$ cat src/rtl/stopwatch_data_gen.sv
// stopwatch_data_gen: centisecond stopwatch (SS.CC, 00.00-99.99) that feeds
// a 4-digit 74HC595 dynamic display and blinks it when the count saturates.
// Ports: sys_clk, sys_rst_n (sync, active-low); key_ss_n / key_clr_n raw
// active-low keys; data (centiseconds), point (DP enables), seg_en, sign,
// running (high in RUN).

module stopwatch_key_db #(
    parameter int DEBOUNCE_MAX = 1000000
) (
    input  logic i_clk,
    input  logic i_rst_n,
    input  logic i_key_n,
    output logic o_pulse
);
    localparam int CW = $clog2(DEBOUNCE_MAX + 1);
    localparam logic [CW-1:0] L_CNT_MAX  = CW'(DEBOUNCE_MAX);
    localparam logic [CW-1:0] L_CNT_FIRE = CW'(DEBOUNCE_MAX - 1);

    logic          r_meta;
    logic          r_sync;
    logic [CW-1:0] r_cnt;
    logic [1:0]    r_flush;
    logic          r_armed;
    logic          r_pulse;
    logic          w_flushed;

    // The synchroniser holds its reset value for two edges; only after that
    // does r_sync reflect the real key, so arming waits for it.
    assign w_flushed = (r_flush == 2'd2);

    always_ff @(posedge i_clk) begin
        if (!i_rst_n) begin
            r_meta  <= 1'b1;
            r_sync  <= 1'b1;
            r_cnt   <= '0;
            r_flush <= 2'd0;
            r_armed <= 1'b0;
            r_pulse <= 1'b0;
        end else begin
            r_meta <= i_key_n;
            r_sync <= r_meta;
            if (!w_flushed)
                r_flush <= r_flush + 2'd1;
            // A key held through reset must be released before it can fire.
            if (w_flushed && r_sync)
                r_armed <= 1'b1;
            if (r_sync)
                r_cnt <= '0;
            else if (r_cnt != L_CNT_MAX)
                r_cnt <= r_cnt + CW'(1);
            r_pulse <= r_armed && !r_sync && (r_cnt == L_CNT_FIRE);
        end
    end

    assign o_pulse = r_pulse;
endmodule

module stopwatch_data_gen #(
    parameter int TICK_DIV     = 500000,
    parameter int DEBOUNCE_MAX = 1000000,
    parameter int MAX_COUNT    = 9999,
    parameter int BLINK_TICKS  = 25
) (
    input  logic        sys_clk,
    input  logic        sys_rst_n,
    input  logic        key_ss_n,
    input  logic        key_clr_n,
    output logic [13:0] data,
    output logic [3:0]  point,
    output logic        seg_en,
    output logic        sign,
    output logic        running
);
    localparam int PW = $clog2(TICK_DIV + 1);
    localparam int BW = $clog2(BLINK_TICKS + 1);
    localparam logic [PW-1:0] L_PRE_LAST = PW'(TICK_DIV - 1);
    localparam logic [BW-1:0] L_BLK_LAST = BW'(BLINK_TICKS - 1);
    localparam logic [13:0]   L_MAX      = 14'(MAX_COUNT);
    localparam logic [13:0]   L_MAX_M1   = 14'(MAX_COUNT - 1);

    typedef enum logic [1:0] {
        S_IDLE,
        S_RUN,
        S_PAUSE,
        S_DONE
    } state_t;

    state_t        r_state;
    state_t        w_state_nxt;
    logic          r_running;
    logic [13:0]   r_data;
    logic [13:0]   w_data_nxt;
    logic [PW-1:0] r_pre;
    logic [PW-1:0] w_pre_nxt;
    logic [PW-1:0] w_pre_inc;
    logic [BW-1:0] r_blink;
    logic [BW-1:0] w_blink_nxt;
    logic          r_seg_en;
    logic          w_seg_en_nxt;
    logic          w_ss;
    logic          w_clr;
    logic          w_counting;
    logic          w_tick;

    stopwatch_key_db #(
        .DEBOUNCE_MAX(DEBOUNCE_MAX)
    ) u_key_ss (
        .i_clk  (sys_clk),
        .i_rst_n(sys_rst_n),
        .i_key_n(key_ss_n),
        .o_pulse(w_ss)
    );

    stopwatch_key_db #(
        .DEBOUNCE_MAX(DEBOUNCE_MAX)
    ) u_key_clr (
        .i_clk  (sys_clk),
        .i_rst_n(sys_rst_n),
        .i_key_n(key_clr_n),
        .o_pulse(w_clr)
    );

    assign w_counting = (r_state == S_RUN) || (r_state == S_DONE);
    assign w_tick     = w_counting && (r_pre == L_PRE_LAST);
    assign w_pre_inc  = (r_pre == L_PRE_LAST) ? '0 : r_pre + PW'(1);

    always_ff @(posedge sys_clk) begin
        if (!sys_rst_n) begin
            r_state   <= S_IDLE;
            r_running <= 1'b0;
        end else begin
            r_state   <= w_state_nxt;
            r_running <= (w_state_nxt == S_RUN);
        end
    end

    // Saturation beats start/stop so the count can never park at MAX in PAUSE.
    always_comb begin
        w_state_nxt = r_state;
        if (w_clr) begin
            w_state_nxt = S_IDLE;
        end else begin
            unique case (r_state)
                S_IDLE: begin
                    if (w_ss)
                        w_state_nxt = S_RUN;
                end
                S_RUN: begin
                    if (w_tick && (r_data >= L_MAX_M1))
                        w_state_nxt = S_DONE;
                    else if (w_ss)
                        w_state_nxt = S_PAUSE;
                end
                S_PAUSE: begin
                    if (w_ss)
                        w_state_nxt = S_RUN;
                end
                S_DONE: begin
                    w_state_nxt = S_DONE;
                end
                default: begin
                    w_state_nxt = S_IDLE;
                end
            endcase
        end
    end

    always_comb begin
        w_data_nxt   = r_data;
        w_pre_nxt    = r_pre;
        w_blink_nxt  = r_blink;
        w_seg_en_nxt = r_seg_en;
        if (w_clr) begin
            w_data_nxt   = '0;
            w_pre_nxt    = '0;
            w_blink_nxt  = '0;
            w_seg_en_nxt = 1'b1;
        end else begin
            unique case (r_state)
                S_IDLE: begin
                    w_pre_nxt    = '0;
                    w_blink_nxt  = '0;
                    w_seg_en_nxt = 1'b1;
                end
                S_RUN: begin
                    w_pre_nxt    = w_pre_inc;
                    w_seg_en_nxt = 1'b1;
                    if (w_tick && (r_data < L_MAX))
                        w_data_nxt = r_data + 14'd1;
                end
                S_PAUSE: begin
                    w_pre_nxt = r_pre;
                end
                S_DONE: begin
                    w_pre_nxt = w_pre_inc;
                    if (w_tick) begin
                        if (r_blink == L_BLK_LAST) begin
                            w_blink_nxt  = '0;
                            w_seg_en_nxt = !r_seg_en;
                        end else begin
                            w_blink_nxt = r_blink + BW'(1);
                        end
                    end
                end
                default: begin
                    w_pre_nxt = '0;
                end
            endcase
        end
    end

    always_ff @(posedge sys_clk) begin
        if (!sys_rst_n) begin
            r_data   <= '0;
            r_pre    <= '0;
            r_blink  <= '0;
            r_seg_en <= 1'b1;
        end else begin
            r_data   <= w_data_nxt;
            r_pre    <= w_pre_nxt;
            r_blink  <= w_blink_nxt;
            r_seg_en <= w_seg_en_nxt;
        end
    end

    assign data    = r_data;
    assign point   = 4'b0100;
    assign seg_en  = r_seg_en;
    assign sign    = 1'b0;
    assign running = r_running;
endmodule

$ cat config.mk
export PLATFORM = sky130hd
export DESIGN_NAME = stopwatch_data_gen
export DESIGN_NICKNAME = d
export VERILOG_FILES = /design/src/rtl/stopwatch_data_gen.sv
export SDC_FILE = /design/constraint.sdc
export NUM_CORES = 1
export LEC_CHECK = 0
export ABC_CLOCK_PERIOD_IN_PS = 2900
export CAP_MARGIN = 25
export CORE_MARGIN = 2
export CORE_UTILIZATION = 59
export DETAILED_ROUTE_END_ITERATION = 8
export MAX_ROUTING_LAYER = met4
export PLACE_DENSITY = 0.78
export SLEW_MARGIN = 20
export SYNTH_ARGS = -nofsm -noshare
export SYNTH_HDL_FRONTEND = slang
export SYNTH_SLANG_ARGS = --single-unit
$ cat constraint.sdc
create_clock -name sys_clk -period 2.9 [get_ports sys_clk]
set_input_delay 0.87 -clock sys_clk [delete_from_list [all_inputs] [get_ports sys_clk]]
set_output_delay 0.87 -clock sys_clk [all_outputs]
set_load 0.03 [all_outputs]
### Word level (Yosys, flattened, before mapping)

Index checks and enable logic that the tools add are counted.

* bits in latches: 0
* bits in registers: 94
* logic and storage cells: 80
* output and inout bits: 21
* ROM bits: 0
* memories kept: 0
* bits of input ports: 4
* bits in writable memories: 0

* reductions and logical operators: 25
* equal/unequal tests: 14
* shifts and indexed selects: 0
* multiplexer cells: 13
* bitwise operators: 1
* $add $sub $neg: 7
* divide/modulo/power cells: 0
* $mul: 0
* magnitude comparators: 2

Operators by type and width (number)
* adder 20 x 1 -> 20 bit (second input constant): 2
* == test 20 bit (second input constant): 2
* != test 20 bit (second input constant): 2
* one-hot mux 19 bit (2 select lines): 1
* adder 19 x 1 -> 19 bit (second input constant): 1
* == test 19 bit (second input constant): 1
* two-way mux 19 bit: 1
* adder 14 x 1 -> 14 bit (second input constant): 1
* >= comparator 14 bit (second input constant): 1
* less-than comparator 14 bit (second input constant): 1
* OR reduction 2 bit: 6
* two-way mux 5 bit: 2
* one-hot mux 5 bit (2 select lines): 1
* logical AND 1 bit: 9
* == test 2 bit (second input constant): 4
* two-way mux 2 bit: 4
* one-hot mux 2 bit (3 select lines): 1
* adder 5 x 1 -> 5 bit (second input constant): 1
* == test 5 bit (second input constant): 1
* adder 2 x 1 -> 2 bit (second input constant): 2
* == test 2 x 1 -> 1 bit (second input constant): 2
* AND reduction 2 bit: 2
* nonzero test 2 bit: 2
* zero test 1 bit: 3
* 8 further kinds: 9

### Depth between registers and ports, before layout

* depth in word-level cells: 8
* gate-level depth with buffers: 8
* mapped depth without buffers: 7

### Cells and area by module

From an unflattened synthesis, not the netlist that was laid out.

* cell total of the unflattened synthesis: 557
* area total of the unflattened synthesis: 4687.0 um2

Modules (own cells, without submodules)
* stopwatch_key_db: instances 2, cells each 136, seq. area each 520.5 um2, area an instance 1173.6 um2
* stopwatch_data_gen: instances 1, cells each 285, seq. area each 840.8 um2, area an instance 2339.7 um2

### Worst setup path before layout

No wires, ideal clock.

* kind: reg-to-reg
* start: register r_data[1] (netlist: data[1])
* end: register r_data[10] (netlist: data[10])
* library setup time: 0.116 ns
* period minus slack after synthesis: 2.044 ns
* buffers on the path: 0
* cell stages (with the launch flop): 7
* arrival time: 1.928 ns
* required time: 2.784 ns
* path slack: 0.856 ns
* cells stage by stage: dfxtp_1 > ha_1 > nand3_1 > a2111o_1 > nor3_1 > a21oi_1 > a31o_2

* cells in the longest elaborated chain, start to end: 3
* elaborated cells on any way between the ends: 4
* classes of those cells: add/sub: 1; order compare: 1; reduce/logical: 2

Ends and longest elaborated chain
* from (decl): line 91 `logic [13:0] r_data;`
* from (signal assigned): line 219 `r_data <= w_data_nxt;`
* less-than comparator 14 bit: line 188 `if (w_tick && (r_data < L_MAX))`
* logical AND 1 bit: line 188
* AND reduction 2 bit (no line)

Several ways; a longest one is shown, not always the timed one.
A chain may end at the register's enable or synchronous reset.

### Final worst setup path

* start: register r_data[0] (netlist: data[0])
* end: output port data[0]

RTL lines
* to (decl): line 68 `output logic [13:0] data,`

No word-level cell between the ends.

==> metrics.yaml <==
status: "complete, no violations"
die_area_sq_um: 8580
drt-total-wl_um: 9060
port_buffers: 19
post_cts_buffers: 0
clkLatencyLatePin_ns: 0.35
path_clk_slew_ns: 0.09
cap_viol_max_count: 0
drc: 0
cp_max_fo: 6
finalHoldViolCount: 0
cpLargestDelayFamily: "buffers and inverters"
ys_seq_elements: 94
overflow: 0
grt_antenna_before_repair: 0
cts_root_buf: "clkbuf_8"
finalCritPeriodShare_pct: 82.5
final_layout_size_suffix_gt1_share_pct: 6.15
ys_seq_area_share_pct: 40.6
clock_sinks: 94
timing.hold.ws_ns: 0.413
synth_largest_area_cell: "dfxtp_1"
synth_area_leaders: "dfxtp_1 (41%), nand3_1 (4.5%), nor2_1 (4.5%), xnor2_1 (4.2%), nand2_1 (3.8%)"
tightest_slew_ns: 0.814
io_pins: 25
hp-class: "reg2reg"
combPwrFrac_pct: 5.3
fin_skew_ns: 0.00605
numCtsBuffers: 9
holdBufCountCts: 0
critPathCaptureType: "primary output"
synthCells: 550
critPathMaxStageDelay_ns: 0.72
timing.final.crit_period_ns: 2.39
dr_total_vias: 3871
crit_chain: "clkdlybuf4s50_1"
maxSlewViolCount: 0
slew_headroom_pct: 45.2
power.switching_mw: 0.538
antenna_left: 0
critPathLaunchType: "flip-flop"
layout_commonest_cell: "dfxtp_1"
cts_resized: 0
setup_viol_count_final: 0
rows: 32
grt_setup_unrepaired: "no"
powerDensity_nw_per_um2: 477
leakagePower_nw: 1.68
layout_common_cells: "dfxtp_1 (94), nor2_1 (55), nand2_1 (47)"
synth.distinct_cells: 60
hpwlAfterDp_um: 6380
cp.arrival_ns: 1.52
filler_cell_count: 617
syn_avg_cell_area_sq_um: 8.42
critical-path-slowest-cell: "clkdlybuf4s50_1"
p_int_mw: 1.90
tns_ns: 0
cts_htree_levels: 3
yosysWarnings: 0
register_area_sq_um: 1880
ir_worst_vdd_mv: 0.320
required_ns: 2.03
fmax_mhz: 418
dr.pass1.iters: 5
p_sw_share_pct: 22.1
grt_use_total_pct: 22.5
path_buf_inv: 1
synth_area_sq_um: 4630
synth_enable_flop_cells: 0
grt_pass1_wl_um: 15600
postSynth.asyncResetShare_pct: 0
start_util_pct: 60.6
nets: 579
pwr-share-seq_pct: 55.2
area_delta_synth_final_pct: 10.3
clkPwrFrac_pct: 39.5
die_h_um: 92.6
timing_worst_setup_path_type: "reg2out"
multi_input_area_sq_um: 2570
clk_path_buf_depth: 2
grt_max_degree: 21
core_area_sq_um: 7650
drt_iter0_drc: 283
die_w_um: 92.6
wire_per_inst_um: 13.5
cts_tree: "done"
antennaDiodeCount: 0
synth_top_area_share_pct: 40.6
routabilityCongestion: 0.877
ys.flop_type: "dfxtp_1"
grt_pass1_vias: 3538
via_per_inst: 5.77
layer usage:
layer / share of wire (%) / wire length [um] / GRT usage [%]
met5: 0 / 0 / -
met4: 0.82 / 74 / 5.60
met1: 48 / 4330 / 29.6
met2: 47 / 4280 / 36.5
met3: 4.2 / 377 / 3.91
state kept, by name, indices dropped and copies added, names as in the netlist, 2 cells and up:
| register | flops |
|---|---|
| r_pre | 19 |
| u_key_ss.r_cnt | 20 |
| u_key_ss.r_flush | 2 |
| r_state | 2 |
| data | 14 |
| r_blink | 5 |
| u_key_clr.r_cnt | 20 |
| u_key_clr.r_flush | 2 |
layout make-up:
class                           instances  share of cell area [%]
Sequential cell                        94                    36.8
Timing Repair Buffer                   25                    4.61
Multi-Input combinational cell        416                    50.4
Tap cell                              102                    2.50
Clock inverter                          5                    1.59
Clock buffer                           11                    2.77
Inverter                               18                    1.32
path summary, 6_finish.rpt:
| check | start | to | slack [ns] | cells after the start |
|---|---|---|---|---|
| max reg2reg | r_pre[13] | r_pre[15] | 0.74 | 5 |
| max | data[0] | data[0] | 0.51 | 1 |
| min | u_key_ss.r_meta | u_key_ss.r_sync | 0.41 | 1 |
| min reg2reg | u_key_ss.r_meta | u_key_ss.r_sync | 0.41 | 1 |
synth_stat cells, types with 7 or more instances:
master and number:
o21ai_0 24, xor2_1 20, nand3_1 42, dfxtp_1 94, and4_1 7, xnor2_1 22, nand4_1 14, and2_1 11
a31oi_1 10, clkbuf_1 15, or3_1 11, nand2_1 47, nand2b_1 13, nor4_1 10, ha_1 11, nor2_1 55
nor4b_1 7, a21oi_1 30, inv_1 17, and3_1 12
per-stage QoR:
stage	cell area [sq um]	std cells	utilization, %	power [mW]	setup WS (ns)
floorplan	4640	553	-	1.48	0.856
global placement	4880	655	63.9	1.49	0.522
detailed placement	4880	655	63.9	1.50	0.445
CTS	5110	671	66.8	2.46	0.510
global route	5110	671	66.8	2.53	0.441
finish	5110	671	66.8	2.44	0.507
cell families after synthesis:
| kind of cell | after synthesis | synth area share (%) |
|---|---|---|
| other | 2 | 0.162 |
| and+or+nand+nor | 264 | 31.3 |
| DFF | 94 | 40.6 |
| muxes | 4 | 0.864 |
| AOI/OAI and AO/OA | 90 | 12.1 |
| xor gates and xnor gates | 42 | 7.94 |
| buffers and inverters | 43 | 4.08 |
| adders and majority gates | 11 | 2.97 |
power by group through the flow:
stage	clock network (mW)	registers (mW)	logic, mW
global placement	0	1.37	0.121
detailed placement	0	1.37	0.131
finish	0.962	1.34	0.130
floorplan	0	1.37	0.109
global route	1.03	1.35	0.152
CTS	0.981	1.34	0.132
Note: power is estimated with default switching activity, not from simulation.
